## src/rtl/player_input_router_pkg.sv

```systemverilog
// Shared action/key-state types and the per-player key map for the input router.
package player_input_router_pkg;

    typedef enum logic [2:0] {
        LEFT  = 3'd0,
        RIGHT = 3'd1,
        DOWN  = 3'd2,
        ROT_L = 3'd3,
        ROT_R = 3'd4,
        HOLD  = 3'd5,
        DROP  = 3'd6
    } action_t;

    typedef enum logic [1:0] {
        KS_IDLE,
        KS_DELAY,
        KS_REPEAT,
        KS_LATCHED
    } key_state_t;

    localparam int N_ACTIONS = 7;
    localparam logic [7:0] KEY_SPACE = 8'h2C;

    // Indexed [player][action]; P3 uses arrows/nav keys, P4 the keypad.
    localparam logic [7:0] KEYMAP [4][7] = '{
        '{8'h04, 8'h07, 8'h16, 8'h14, 8'h08, 8'h06, 8'h1A},
        '{8'h0D, 8'h0F, 8'h0E, 8'h18, 8'h12, 8'h10, 8'h0C},
        '{8'h50, 8'h4F, 8'h51, 8'h52, 8'h4B, 8'h4E, 8'h4D},
        '{8'h5C, 8'h5E, 8'h5A, 8'h5F, 8'h61, 8'h59, 8'h62}
    };

    // Highest-numbered pending action wins (DROP first, LEFT last).
    function automatic action_t pick_action(input logic [N_ACTIONS-1:0] pend);
        action_t sel;
        sel = LEFT;
        for (int a = 0; a < N_ACTIONS; a++) begin
            if (pend[a]) sel = action_t'(a[2:0]);
        end
        return sel;
    endfunction

    function automatic int max3(input int a, input int b, input int c);
        int m;
        m = (a > b) ? a : b;
        return (m > c) ? m : c;
    endfunction

endpackage

```

## src/rtl/player_input_router_key_repeat_fsm.sv

```systemverilog
// One action's press/auto-repeat tracker; fire pulses when the action should be requested.
//   state      | meaning
//   KS_IDLE    | key up, waiting for press
//   KS_DELAY   | held, counting frames before auto-repeat starts
//   KS_REPEAT  | held, firing every ARR_PERIOD frames
//   KS_LATCHED | one-shot key held, waiting for release
module key_repeat_fsm
    import player_input_router_pkg::*;
#(
    parameter bit REPEAT_EN  = 1'b1,
    parameter int DAS_DELAY  = 16,
    parameter int ARR_PERIOD = 4,
    parameter int CW         = 6
) (
    input  logic Clk,
    input  logic Reset,
    input  logic hold_idle,
    input  logic key_down,
    input  logic frame_tick,
    output logic fire
);

    localparam logic [CW-1:0] DAS_LAST = CW'(DAS_DELAY - 1);
    localparam logic [CW-1:0] ARR_LAST = CW'(ARR_PERIOD - 1);

    key_state_t state;
    logic [CW-1:0] cnt;

    always_ff @(posedge Clk or posedge Reset) begin
        if (Reset) begin
            state <= KS_IDLE;
            cnt   <= '0;
        end else if (hold_idle) begin
            state <= KS_IDLE;
            cnt   <= '0;
        end else begin
            case (state)
                KS_IDLE: begin
                    cnt <= '0;
                    if (key_down) state <= REPEAT_EN ? KS_DELAY : KS_LATCHED;
                end
                KS_DELAY: begin
                    if (!key_down) begin
                        state <= KS_IDLE;
                    end else if (frame_tick) begin
                        if (cnt == DAS_LAST) begin
                            state <= KS_REPEAT;
                            cnt   <= '0;
                        end else begin
                            cnt <= cnt + CW'(1);
                        end
                    end
                end
                KS_REPEAT: begin
                    if (!key_down) begin
                        state <= KS_IDLE;
                    end else if (frame_tick) begin
                        cnt <= (cnt == ARR_LAST) ? '0 : cnt + CW'(1);
                    end
                end
                KS_LATCHED: begin
                    if (!key_down) state <= KS_IDLE;
                end
            endcase
        end
    end

    always_comb begin
        fire = 1'b0;
        if (!hold_idle && key_down) begin
            case (state)
                KS_IDLE:   fire = 1'b1;
                KS_DELAY:  fire = frame_tick && (cnt == DAS_LAST);
                KS_REPEAT: fire = frame_tick && (cnt == ARR_LAST);
                default:   fire = 1'b0;
            endcase
        end
    end

endmodule

```

## src/rtl/player_input_router.sv

```systemverilog
// Routes the NIOS keycode word into per-player valid/ready action requests,
// with frame-timed auto-repeat and a long-press space game reset.
module player_input_router
    import player_input_router_pkg::*;
#(
    parameter int N_PLAYERS  = 2,
    parameter int N_KEYS     = 4,
    parameter int DAS_DELAY  = 16,
    parameter int ARR_PERIOD = 4,
    parameter int RESET_HOLD = 60
) (
    input  logic                   Clk,
    input  logic                   Reset,
    input  logic                   frame_clk,
    input  logic [8*N_KEYS-1:0]    keycode,
    input  logic [N_PLAYERS-1:0]   action_ready,
    output logic [N_PLAYERS-1:0]   action_valid,
    output logic [3*N_PLAYERS-1:0] action,
    output logic                   game_reset,
    output logic                   frame_tick
);

    localparam int CW = $clog2(max3(DAS_DELAY, ARR_PERIOD, RESET_HOLD) + 1);

    logic [8*N_KEYS-1:0] kc_q;
    logic [2:0]          fc_sync;
    logic [CW-1:0]       hold_cnt;
    logic                space_down;

    // Matching by code rather than slot keeps slot reordering from looking like a new press.
    function automatic logic key_is_down(input logic [8*N_KEYS-1:0] kc, input logic [7:0] code);
        logic hit;
        hit = 1'b0;
        for (int s = 0; s < N_KEYS; s++) begin
            if (code != 8'h00 && kc[8*s +: 8] == code) hit = 1'b1;
        end
        return hit;
    endfunction

    always_ff @(posedge Clk or posedge Reset) begin
        if (Reset) begin
            kc_q       <= '0;
            fc_sync    <= '0;
            frame_tick <= 1'b0;
        end else begin
            kc_q       <= keycode;
            fc_sync    <= {fc_sync[1:0], frame_clk};
            frame_tick <= fc_sync[1] & ~fc_sync[2];
        end
    end

    assign space_down = key_is_down(kc_q, KEY_SPACE);

    always_ff @(posedge Clk or posedge Reset) begin
        if (Reset) begin
            hold_cnt <= '0;
        end else if (!space_down) begin
            hold_cnt <= '0;
        end else if (frame_tick && hold_cnt != CW'(RESET_HOLD)) begin
            hold_cnt <= hold_cnt + CW'(1);
        end
    end

    assign game_reset = (hold_cnt == CW'(RESET_HOLD));

    for (genvar p = 0; p < N_PLAYERS; p++) begin : g_player
        logic [N_ACTIONS-1:0] fire;
        logic [N_ACTIONS-1:0] pending;
        logic [N_ACTIONS-1:0] pend_next;
        logic                 load;
        logic                 valid_q;
        action_t              pick;
        action_t              act_q;

        for (genvar a = 0; a < N_ACTIONS; a++) begin : g_action
            key_repeat_fsm #(
                .REPEAT_EN  (a <= int'(DOWN)),
                .DAS_DELAY  (DAS_DELAY),
                .ARR_PERIOD (ARR_PERIOD),
                .CW         (CW)
            ) u_key (
                .Clk        (Clk),
                .Reset      (Reset),
                .hold_idle  (game_reset),
                .key_down   (key_is_down(kc_q, KEYMAP[p][a])),
                .frame_tick (frame_tick),
                .fire       (fire[a])
            );
        end

        // A fresh event on the action being issued re-arms its pending bit.
        always_comb begin
            load      = !valid_q || action_ready[p];
            pick      = pick_action(pending);
            pend_next = pending;
            if (load && |pending) pend_next[pick] = 1'b0;
            pend_next = pend_next | fire;
        end

        always_ff @(posedge Clk or posedge Reset) begin
            if (Reset) begin
                pending <= '0;
                valid_q <= 1'b0;
                act_q   <= LEFT;
            end else if (game_reset) begin
                pending <= '0;
                valid_q <= 1'b0;
            end else begin
                pending <= pend_next;
                if (load) begin
                    valid_q <= |pending;
                    if (|pending) act_q <= pick;
                end
            end
        end

        assign action_valid[p]     = valid_q;
        assign action[3*p +: 3]    = act_q;
    end

endmodule

```

## config.mk

```make
export PLATFORM = sky130hd
export DESIGN_NAME = player_input_router
export DESIGN_NICKNAME = d
export VERILOG_FILES = /design/src/rtl/player_input_router_pkg.sv /design/src/rtl/player_input_router_key_repeat_fsm.sv /design/src/rtl/player_input_router.sv
export SDC_FILE = /design/constraint.sdc
export NUM_CORES = 1
export LEC_CHECK = 0
export CORE_MARGIN = 4
export CORE_UTILIZATION = 40
export DETAILED_ROUTE_END_ITERATION = 12
export PLACE_DENSITY = 0.69
export RECOVER_POWER = 50
export SLEW_MARGIN = 20
export SYNTH_ARGS = -nofsm -noshare
export SYNTH_HDL_FRONTEND = slang
export SYNTH_SLANG_ARGS = --single-unit
```

## constraint.sdc

```tcl
create_clock -name Clk -period 5.96 [get_ports Clk]
set_clock_uncertainty 0.2 [all_clocks]
set_input_delay 1.192 -clock Clk [delete_from_list [all_inputs] [get_ports Clk]]
set_output_delay 1.192 -clock Clk [all_outputs]
set_load 0.01 [all_outputs]
```

Word-level counts from Yosys, hierarchy flattened
Index checks and enable logic that the tools add are counted.
Word-level totals
  word-level logic and storage cells: 763
  register bits: 176
  input port bits: 37
  output and inout port bits: 10
Cells by class
  equality and inequality tests: 245
  reductions and logical operators: 128
  mux-type cells: 324
  order comparisons: 4
  bitwise operators: 9
  add/sub/neg operators: 15
Operators with widths (count)
  $mux 6: 100
  $pmux 6 s3: 14
  $eq 8x5->1 const B: 24
  $mux 2: 86
  $eq 8x4->1 const B: 20
  $ne 3x1->1 const B: 42
  $ne 3x2->1 const B: 42
  $ne 4x3->1 const B: 28
  $eq 8x3->1 const B: 12
  $add 6x1->6 const B: 15
  $eq 6x2->1 const B: 14
  $eq 6x4->1 const B: 14
  $pmux 2 s3: 14
  $mux 1: 82
  $reduce_and 5->1: 14
  $eq 2x2->1 const B: 28
  $reduce_and 4->1: 14
  $reduce_bool 4->1: 14
  $logic_and 1x1->1: 47
  $pmux 1 s3: 14
  $eq 8x6->1 const B: 4
  $eq 2x1->1 const B: 14
  $logic_not 2->1: 14
  $mux 7: 4
  18 further kinds: 51

Longest topological paths before layout
Gate-level depths: netlist (run 1).
  depth in word-level cells: 15
  depth in mapped cells: 10
  gate-level depth less buffers: 8

Cells and area by module
A second synthesis (run 1) with hierarchy kept.
Second synthesis, totals
  cell total of the unflattened synthesis: 1273
  area total of the unflattened synthesis: 12699.7 µm²
By module, submodules not included
  key_repeat_fsm at g_player[0].g_action[0].u_key ...: seq. area each 200.2 µm², instances 5, area each 695.7 µm², cells each 65
  player_input_router: seq. area each 1601.5 µm², instances 1, area each 2930.3 µm², cells each 288
  key_repeat_fsm at g_player[1].g_action[3].u_key ...: seq. area each 200.2 µm², instances 4, area each 713.2 µm², cells each 73
  key_repeat_fsm at g_player[0].g_action[3].u_key ...: seq. area each 200.2 µm², instances 4, area each 676.9 µm², cells each 73
  key_repeat_fsm at g_player[1].g_action[2].u_key: seq. area each 200.2 µm², instances 1, area each 730.7 µm², cells each 76

Worst setup path after synthesis (run 1)
Ideal clock, no wire load.
  path kind: register to output
  start point: register hold_cnt[0]
  end point: output game_reset
  buffers on the path: 2
  cell stages (with the launch flop): 7
  data required time: 4.568 ns
  data arrival time: 1.441 ns
  setup slack: 3.127 ns
  path through: dfrtp_1 inv_1 ha_1 nand2_1 inv_2 buf_1 clkbuf_1
On the way
  word-level cells in the longest chain between the ends: 1
RTL lines
  from (decl): line player_input_router.sv:27  | logic [CW-1:0] hold_cnt;
  from (signal assigned): line player_input_router.sv:60  | hold_cnt <= hold_cnt + CW'(1);
  $eq 6x6->1: line player_input_router.sv:64  | assign game_reset = (hold_cnt == CW'(RESET_HOLD));
  to (decl): line player_input_router.sv:19  | output logic game_reset,
No other way between the ends.

Worst setup path in the final report (run 1)
  start point: register hold_cnt[0]
  end point: register g_player[1].g_action[2].u_key.cnt[5]
On the way
  word-level cells in the longest chain between the ends: 3
  elaborated cells between the ends (all ways): 8
  classes of those cells: 5 x eq/ne; 1 x mux; 2 x reduce/logical
RTL lines
  $eq 6x6->1 (*): line player_input_router.sv:64
  $ne 3x1->1 (no line), or another cell as far along
  $reduce_and 5->1 (no line)
  to (signal assigned): line player_input_router_key_repeat_fsm.sv:50  | cnt <= cnt + CW'(1);
  to (signal assigned): line player_input_router_key_repeat_fsm.sv:58  | cnt <= (cnt == ARR_LAST) ? '0 : cnt + CW'(1);
  to (decl): line player_input_router_key_repeat_fsm.sv:27  | logic [CW-1:0] cnt;
Mark *: on every way between the ends. The rest lies on a longest branch, timed or not.
A chain may end at the register's enable or synchronous reset.

==> impl_metrics.yaml, run 1 <==
setup_path:
  critical_path_class: "flop to flop"
  start_kind: "flop"
  crit_path_max_incr_delay_ns: 1.67
  cp_cell_sequence: "inv_1, ha_1, nand2_2, buf_4, inv_1, clkbuf_1, nor2_1, a211o_1, or2_1, o31ai_1"
  crit_buf_inv: 4
  critPathArrivalTime_ns: 4.54
  cpLargestDelayFamily: "buffers and inverters"
  worstPathRequired_ns: 6.10
  critPathMaxFanout: 68
  slowest_stage: "clkbuf_1"
  r2r_slack_ns: 1.57
  cp_common_cell: "inv_1"
  critPathCaptureType: "flop"
logic_synthesis:
  synthesis.nets: 1383
  netlist_area_um2: 11280
  yosys_warnings: 0
  synth.most_common_cell: "dfrtp_1"
  synth_common_cells: "176 x dfrtp_1, 99 x nor2_1, 93 x ha_1, 86 x nand2_1, 79 x o21ai_0"
  yosys_register_bits: 176
  synth_top_flop_cell: "dfrtp_1"
  synth.area.top_cells: "dfrtp_1 39%, ha_1 10%, o21ai_0 3.5%"
  synth-seq-area-share: 0.3903
  synthCells: 1253
  synth_top_area_frac: 0.3903
  syn_avg_cell_area_um2: 9.006
  synth_edf_count: 0
  ys_async_sr_fraction: 1.000
  synth.distinct_cells: 81
  synth_area_leader_cell: "dfrtp_1"
power_and_ir_drop:
  leakage_nw: 5.448
  ir_worst_vdd_mv: 0.2018
  power.density_nw_per_um2: 360.1
timing:
  slew_headroom: -0.5734
  timing.hold.ws_ns: 0.1536
  rsz0062_at_grt: "no"
  slew_violations: 222
  worst_slack_ns: 1.568
  post-route-period-util: 0.7370
  tightest_slew_ns: 2.360
  finalSetupTns_ns: 0
  setup_viol: 0
  hold_violations: 0
  fmax_mhz: 227.7
  finalCriticalPeriod_ns: 4.392
placement:
  pre_cts_ws_ns: 2.680
  hpwl_um: 17180
  port_buffers: 46
  placed_area_um2: 12110
  gp_congestion: 0.8421
drt:
  drtIter0Drc: 538
  wirelength_um: 24490
  ant_nets: 0
  vias: 9351
  vias_per_cell: 5.583
  drt_first_pass_iters: 7
  routedWlPerCell_um: 14.62
  drc: 0
worst_hold_path:
  holdCritPathClass: "flop to flop"
clock_tree:
  cts.sinks: 176
  clk_path_buf_depth: 2
  cts_buffers: 17
  clock_latency_ns: 0.44
  clk_pin_slew_ns: 0.07
  cts_tree: "done"
  ctsResizeCount: 0
  root_buffer: "clkbuf_16"
  htree_levels: 4
  post_cts_buffers: 0
  holdBufCountCts: 0
floorplan:
  io-pin-count: 47
  core_um2: 27780
  dieArea_um2: 30960
  die_x_um: 176.0
  rows: 61
  initial_core_util: 0.4062
  die_h_um: 176.0
global_route:
  grt_pass1_vias: 8889
  overflow: 0
  grt_antenna_before_repair: 0
  grt_start_max_net_pins: 177
  grt.total_usage: 0.1616
  grt_pass1_wl_um: 42340
finish:
  antenna_cells: 0
  register_area_um2: 4404
  finalInstanceArea_um2: 12670
  syn2layout_area_growth_pct: 12.30
  final_layout_size_suffix_gt1_frac: 0.05705
  fin_nets: 1414
  nFillCells: 2662
  multi_input_area_um2: 6457
outcome:
  status: "finished, violations left"
  violations: "max-capacitance violations, max-slew violations"
job:
  drv_cap: 2
## path summary, 6_finish.rpt
check                                                        to         from  cells after the start
setup / recovery           g_player[1].g_action[2].u_key.cnt[5]  hold_cnt[0]                     10
hold / removal                                       fc_sync[1]   fc_sync[0]                      0
setup reg to reg           g_player[1].g_action[2].u_key.cnt[5]  hold_cnt[0]                     10
hold reg to reg                                      fc_sync[1]   fc_sync[0]                      0
max in group asynchronous  g_player[0].g_action[5].u_key.cnt[4]        Reset                      3
min in group asynchronous                              kc_q[22]        Reset                      3
## kinds of logic after synthesis
kind of cell,synth area share
and+or+nand+nor,0.2416
AOI/OAI and AO/OA,0.2091
DFF,0.3903
buffers and inverters,0.03770
adders and majority gates,0.1031
muxes,0.01508
xor gates and xnor gates,0.003105
## registers in the layout (all words and copies together) (netlist names)
| register | count |
|---|---|
| fc_sync | 3 |
| frame_tick | 1 |
| g_player.act_q | 6 |
| g_player.g_action.u_key.cnt | 84 |
| g_player.g_action.u_key.state | 28 |
| g_player.pending | 14 |
| g_player.valid_q | 2 |
| hold_cnt | 6 |
| kc_q | 32 |
## report_power, final
group	total, W	internal, W	leakage, nW	switching (W)
sequential	0.00153	0.00136	2.34	0.000174
combinational	0.00192	0.000762	2.84	0.00116
clock	0.00112	0.000630	0.269	0.000487
## stage by stage
stage,cells,util,power [W]
detailed placement,1643,0.4358,0.003459
global placement,1643,0.4358,0.003400
floorplan,1253,-,0.003021
CTS,1675,0.4567,0.004602
finish,1675,0.4561,0.004563
global route,1675,0.4561,0.004945
## final cells by class
type / instances / share of cell area
clock inverters: 12 / 0.01056
well taps: 378 / 0.03732
repair buffers: 52 / 0.03959
clock buffers: 20 / 0.03525
multi-input cells: 970 / 0.5096
flip-flops and latches: 176 / 0.3475
inverters: 67 / 0.02014
## routing by layer
| metal | wire length, µm | vias up | global-route usage |
|---|---|---|---|
| met5 | 0 | - | 0 |
| met4 | 371 | 0 | 0.04451 |
| met3 | 828 | 33 | 0.02976 |
| met2 | 11280 | 158 | 0.2616 |
| met1 | 12010 | 4466 | 0.2239 |
| li1 | - | 4694 | - |
## worst register-to-register path, stage by stage, from the launching register on
cell,delay (ns)
dfrtp_1,0.42
inv_1,0.07
ha_1,0.16
nand2_2,0.04
buf_4,0.33
inv_1,0.19
clkbuf_1,1.67
nor2_1,0.25
a211o_1,0.50
or2_1,0.29
o31ai_1,0.19
## cell usage in the layout (no fill, tap or decap), drive strengths merged, types with 10 or more instances in the layout
| cell | count |
|---|---|
| o211ai | 27 |
| dlygate4sd3 | 35 |
| or4 | 13 |
| a21boi | 12 |
| o31ai | 48 |
| nand3 | 59 |
| clkbuf | 22 |
| dfrtp | 176 |
| or2 | 14 |
| nor4b | 10 |
| a21oi | 55 |
| o21ai | 103 |
| a31oi | 17 |
| clkdlybuf4s50 | 11 |
| nor2b | 28 |
| or4b | 11 |
| ha | 93 |
| nor2 | 99 |
| nor4 | 25 |
| nand2 | 86 |
| a211o | 10 |
| nand2b | 40 |
| inv | 68 |
| and3 | 27 |
| a211oi | 10 |
| nor3 | 54 |
No activity file was read; power rests on OpenSTA's default activity.
==> run 2, diff against run 1 <==
==> constraint.sdc (replaced) <==
create_clock -name Clk -period 3.8 [get_ports Clk]
set_clock_uncertainty 0.2 [all_clocks]
set_input_delay 0.76 -clock Clk [delete_from_list [all_inputs] [get_ports Clk]]
set_output_delay 0.76 -clock Clk [all_outputs]
set_load 0.01 [all_outputs]
==> run 2 against run 1 <==
  * The run now ends clean
  * First-iteration DRC count up 4.6%
  * Total power up 58%
  * Final cell count up 0.42%
  * Core utilization up 0.44 points
  * Critical endpoint is now g_player[1].g_action[0].u_key.state[1]
  * Highest routed layer unchanged
==> impl_metrics.yaml, run 2 (same netlist as run 1, synthesis figures left out) <==
global_route:
  grt_pass1_vias: 9058
  grt.total_usage: 0.1668
  grt_start_max_net_pins: 68
  overflow: 0
  grt_pass1_wl_um: 43360
  grt_antenna_before_repair: 0
worst_hold_path:
  holdCritPathClass: "flop to flop"
finish:
  final_layout_size_suffix_gt1_frac: 0.06365
  largest-register: "g_player.g_action.u_key.cnt"
  final_common_cell: "dfrtp_1"
  final_cells: 1682
  largest_register_ffs: 84
  largestRegisters: "g_player.g_action.u_key.cnt (84), kc_q (32), g_player.g_action.u_key.state (28)"
  antenna_cells: 0
  mostFrequentLayoutCells: "176 x dfrtp_1, 99 x nor2_1, 93 x ha_1, 85 x nand2_1, 79 x o21ai_0"
  syn2layout_area_growth_pct: 13.38
  finalInstanceArea_um2: 12790
  fin_nets: 1421
  nFillCells: 2678
drt:
  wirelength_um: 25290
  drc: 0
  vias_per_cell: 5.582
  routedWlPerCell_um: 15.03
  drtIter0Drc: 563
  drt_first_pass_iters: 5
  vias: 9389
  ant_nets: 0
job:
  drv_cap: 0
floorplan:
  core_um2: 27780
  initial_core_util: 0.4062
  die_x_um: 176.0
  dieArea_um2: 30960
  io-pin-count: 47
  die_h_um: 176.0
  rows: 61
timing:
  fmax_mhz: 337.8
  finalSetupTns_ns: 0
  finalCriticalPeriod_ns: 2.961
  slew_headroom: 0.1039
  setup_viol: 0
  slew_violations: 0
  rsz0062_at_grt: "no"
  tightest_slew_ns: 1.337
  post-route-period-util: 0.7791
  hold_violations: 0
power_and_ir_drop:
  leakage_nw: 5.522
  ir_worst_vdd_mv: 0.3129
  power.density_nw_per_um2: 565.2
setup_path:
  worstPathRequired_ns: 3.97
  crit_start: "Reset"
  start_kind: "input port"
  crit_buf_inv: 3
  endpoint: "g_player[1].g_action[0].u_key.state[1]"
  cp_cell_sequence: "dlygate4sd3_1, clkinvlp_2, clkbuf_2"
  critPathMaxFanout: 45
  critical_path_class: "input port to async pin"
  cpLargestDelayFamily: "buffers and inverters"
  slowest_stage: "clkbuf_2"
  path_depth: 3
  critPathCaptureType: "async pin"
  r2r_start: "kc_q[15]"
  crit_path_max_incr_delay_ns: 1.00
  r2r-end: "g_player[1].g_action[6].u_key.cnt[0]"
  r2r_cells: 6
  critPathArrivalTime_ns: 3.13
  r2r_slack_ns: 0.85
clock_tree:
  holdBufCountCts: 0
  htree_levels: 4
  cts_tree: "done"
  cts.sinks: 176
  clk_path_buf_depth: 2
  cts_buffers: 17
  root_buffer: "clkbuf_16"
  clk_pin_slew_ns: 0.07
  post_cts_buffers: 0
  clock_latency_ns: 0.44
  ctsResizeCount: 0
placement:
  port_buffers: 46
  gp_congestion: 0.8723
  hpwl_um: 18440
  dp_cells: 1650
  placed_area_um2: 12210
outcome:
  status: "finished, final reports clean"
-- run 2: how the worst min path moves through the flow --
| stage | slack (ns) | startpoint | cells past startpoint | end |
|---|---|---|---|---|
| global placement | 0.13 | fc_sync[0] | 0 | fc_sync[1] |
| global route | 0.17 | fc_sync[0] | 0 | fc_sync[1] |
| CTS | 0.16 | fc_sync[0] | 0 | fc_sync[1] |
| floorplan | 0.13 | fc_sync[0] | 0 | fc_sync[1] |
| detailed placement | 0.15 | fc_sync[0] | 0 | fc_sync[1] |
| finish | 0.16 | fc_sync[0] | 0 | fc_sync[1] |
-- run 2: power by group --
part           total (W)  internal (W)  switching, W
Clock            0.00182       0.00105      0.000768
Sequential       0.00240       0.00212      0.000276
Combinational    0.00301       0.00120       0.00181
Total            0.00723       0.00438       0.00285
-- run 2: layout make-up --
class,instances,area [µm²],share of cell area
Multi-Input combinational cell,970,6457,0.5047
Clock inverter,13,162.7,0.01271
Inverter,67,252.7,0.01975
Tap cell,378,473.0,0.03696
Sequential cell,176,4404,0.3442
Timing Repair Buffer,59,601.8,0.04704
Clock buffer,19,442.9,0.03462
-- run 2: through the flow --
stage | worst slack [ns] | total power (W) | util | hold slack (ns)
final | 0.8394 | 0.007231 | 0.4605 | 0.1599
after global routing | 0.4114 | 0.007844 | 0.4605 | 0.1654
after floorplan | 0.5874 | 0.004739 | - | 0.1312
after global placement | 0.8925 | 0.005347 | 0.4395 | 0.1349
after CTS | 0.8283 | 0.007281 | 0.4613 | 0.1628
after detailed placement | 0.8122 | 0.005436 | 0.4395 | 0.1472
-- run 2: metal layers --
| metal | wire (µm) | track usage |
|---|---|---|
| met5 | 0 | 0 |
| met4 | 374 | 0.04451 |
| met3 | 840 | 0.03169 |
| met2 | 11800 | 0.2761 |
| met1 | 12270 | 0.2259 |
==> edit (settings of run 2) <==
Compare `cnt` against `DAS_LAST` with >= in place of ==.
--- a/src/rtl/player_input_router_key_repeat_fsm.sv
+++ b/src/rtl/player_input_router_key_repeat_fsm.sv
@@ -70,7 +70,7 @@
         if (!hold_idle && key_down) begin
             case (state)
                 KS_IDLE:   fire = 1'b1;
-                KS_DELAY:  fire = frame_tick && (cnt == DAS_LAST);
+                KS_DELAY:  fire = frame_tick && (cnt >= DAS_LAST);
                 KS_REPEAT: fire = frame_tick && (cnt == ARR_LAST);
                 default:   fire = 1'b0;
             endcase
Check against the original RTL: same outputs for any inputs over 4 cycles, from zero or initial values and one cycle with Reset high; that may be too few to reach the edited logic, so the function may still have changed.
==> edit against run 2 <==
The flow now finishes with violations (capacitance limit, slew limit); routed wire length increased by 3.9%; sequential cell count unchanged; core utilization increased by 0.29 points; largest cell class unchanged; area after synthesis increased by 2.1%; cell area increased by 1.7%; total power increased by 4.8%; setup slack got worse by 0.18 ns; critical endpoint is now game_reset; fmax decreased by 5.9%.
==> edit: results <==
{
  "yosys-top-cells-area": "dfrtp_1 38%, ha_1 10%, nor2_1 3.8%, nand3_1 3.4%, nand2_1 3.3%",
  "overflow": 0,
  "hpwl_mm": 18.81,
  "routedWlPerCell_um": 15.31,
  "ys_seq_area_frac": 0.3823,
  "grt_first_pass_wirelength_mm": 44.34,
  "ir_drop_mv": 0.3365,
  "synth_common_cells": "176 x dfrtp_1, 118 x nor2_1, 100 x nand2_1",
  "slew_headroom": -0.09948,
  "syn-num-nets": 1417,
  "fill_cells": 2692,
  "clockBufferDepth": 2,
  "layout.nets": 1456,
  "grt.total_usage": 0.1682,
  "maxCapViolCount": 1,
  "status": "finished with violations",
  "path_max_fanout": 21,
  "drt_iter0_drc": 773,
  "clkTransAtPathRegs_ns": 0.07,
  "fin_tns_setup_ns": 0,
  "cellLeakagePower_uw": 0.005525,
  "violations": "capacitance limit, slew limit",
  "insertion_delay_ns": 0.43,
  "drv_slew": 84,
  "worst-endpoint-arrival_ns": 2.18,
  "drive_above_1_share": 0.05834,
  "grt_max_degree": 108,
  "htreeDepth": 4,
  "viasPerCell": 5.754,
  "place_congestion": 0.8915,
  "grt_pass1_vias": 9303
}
[edit: changes by cell type after synthesis, sizes merged, moves of 9 or more]
| cell | before | now |
|---|---|---|
| o21ai | 103 | 85 |
| and3 | 27 | 17 |
| nand4 | 3 | 18 |
| a21oi | 55 | 42 |
| buf | 21 | 10 |
| nor2 | 99 | 118 |
| nor4 | 25 | 16 |
| o22ai | 6 | 18 |
| nor3 | 54 | 44 |
| a211oi | 10 | 20 |
| nand3 | 59 | 78 |
| nand2b | 40 | 29 |
| nand2 | 86 | 100 |
[edit: per-stage QoR]
step	area, um2	std cells	worst slack (ns)	total power [uW]
after floorplan	11520	1285	0.5874	4973
after global placement	12410	1683	0.9723	5610
after detailed placement	12410	1683	0.9123	5700
after CTS	13040	1715	0.6366	7614
after global routing	13020	1715	0.5292	8191
final	13020	1715	0.6551	7577
[edit: cell families after synthesis]
group	Yosys count	synth area share
AND/OR/NAND/NOR	551	0.2547
multiplexers	18	0.01651
XOR/XNOR	5	0.003802
buffers and inverters	99	0.03345
AO/OA/AOI/OAI	341	0.2060
adder cells (fa/ha/maj)	95	0.1032
flip-flops	176	0.3823
[edit: area by class of cell]
cell class,count,area share
Sequential cell,176,0.3384
Timing Repair Buffer,53,0.04018
Clock buffer,19,0.03480
Tap cell,378,0.03634
Clock inverter,13,0.01346
Multi-Input combinational cell,1010,0.5177
Inverter,66,0.01913
[edit: critical path, stage by stage (launching register included)]
cell	delay (ns)
dfrtp_1	0.40
and4_1	0.24
nand2_2	0.09
inv_2	0.37
clkdlybuf4s50_1	0.64
[edit: worst paths after layout]
check,start,end,slack [ns],depth (start not counted)
worst min register to register,fc_sync[0],fc_sync[1],0.15,0
min in group asynchronous,Reset,fc_sync[0],1.10,3
worst max-delay path,hold_cnt[3],game_reset,0.66,4
max in group asynchronous,Reset,g_player[0].g_action[4].u_key.cnt[3],1.22,3
worst min-delay path,fc_sync[0],fc_sync[1],0.15,0
worst max register to register,kc_q[13],g_player[1].g_action[5].u_key.cnt[0],0.90,6
[edit: power by group]
part	switching [uW]	internal, uW	total, uW	leakage [uW]
clock network	791	1080	1880	0.000302
logic	2000	1300	3310	0.00289
registers	273	2120	2390	0.00233
total	3070	4510	7580	0.00552
[edit: layer usage]
metal	routed length [um]	part of all wire	track usage
met1	12850	0.49	0.2388
met2	11670	0.44	0.2626
met3	1202	0.046	0.03238
met4	540	0.021	0.04770
met5	0	0	0
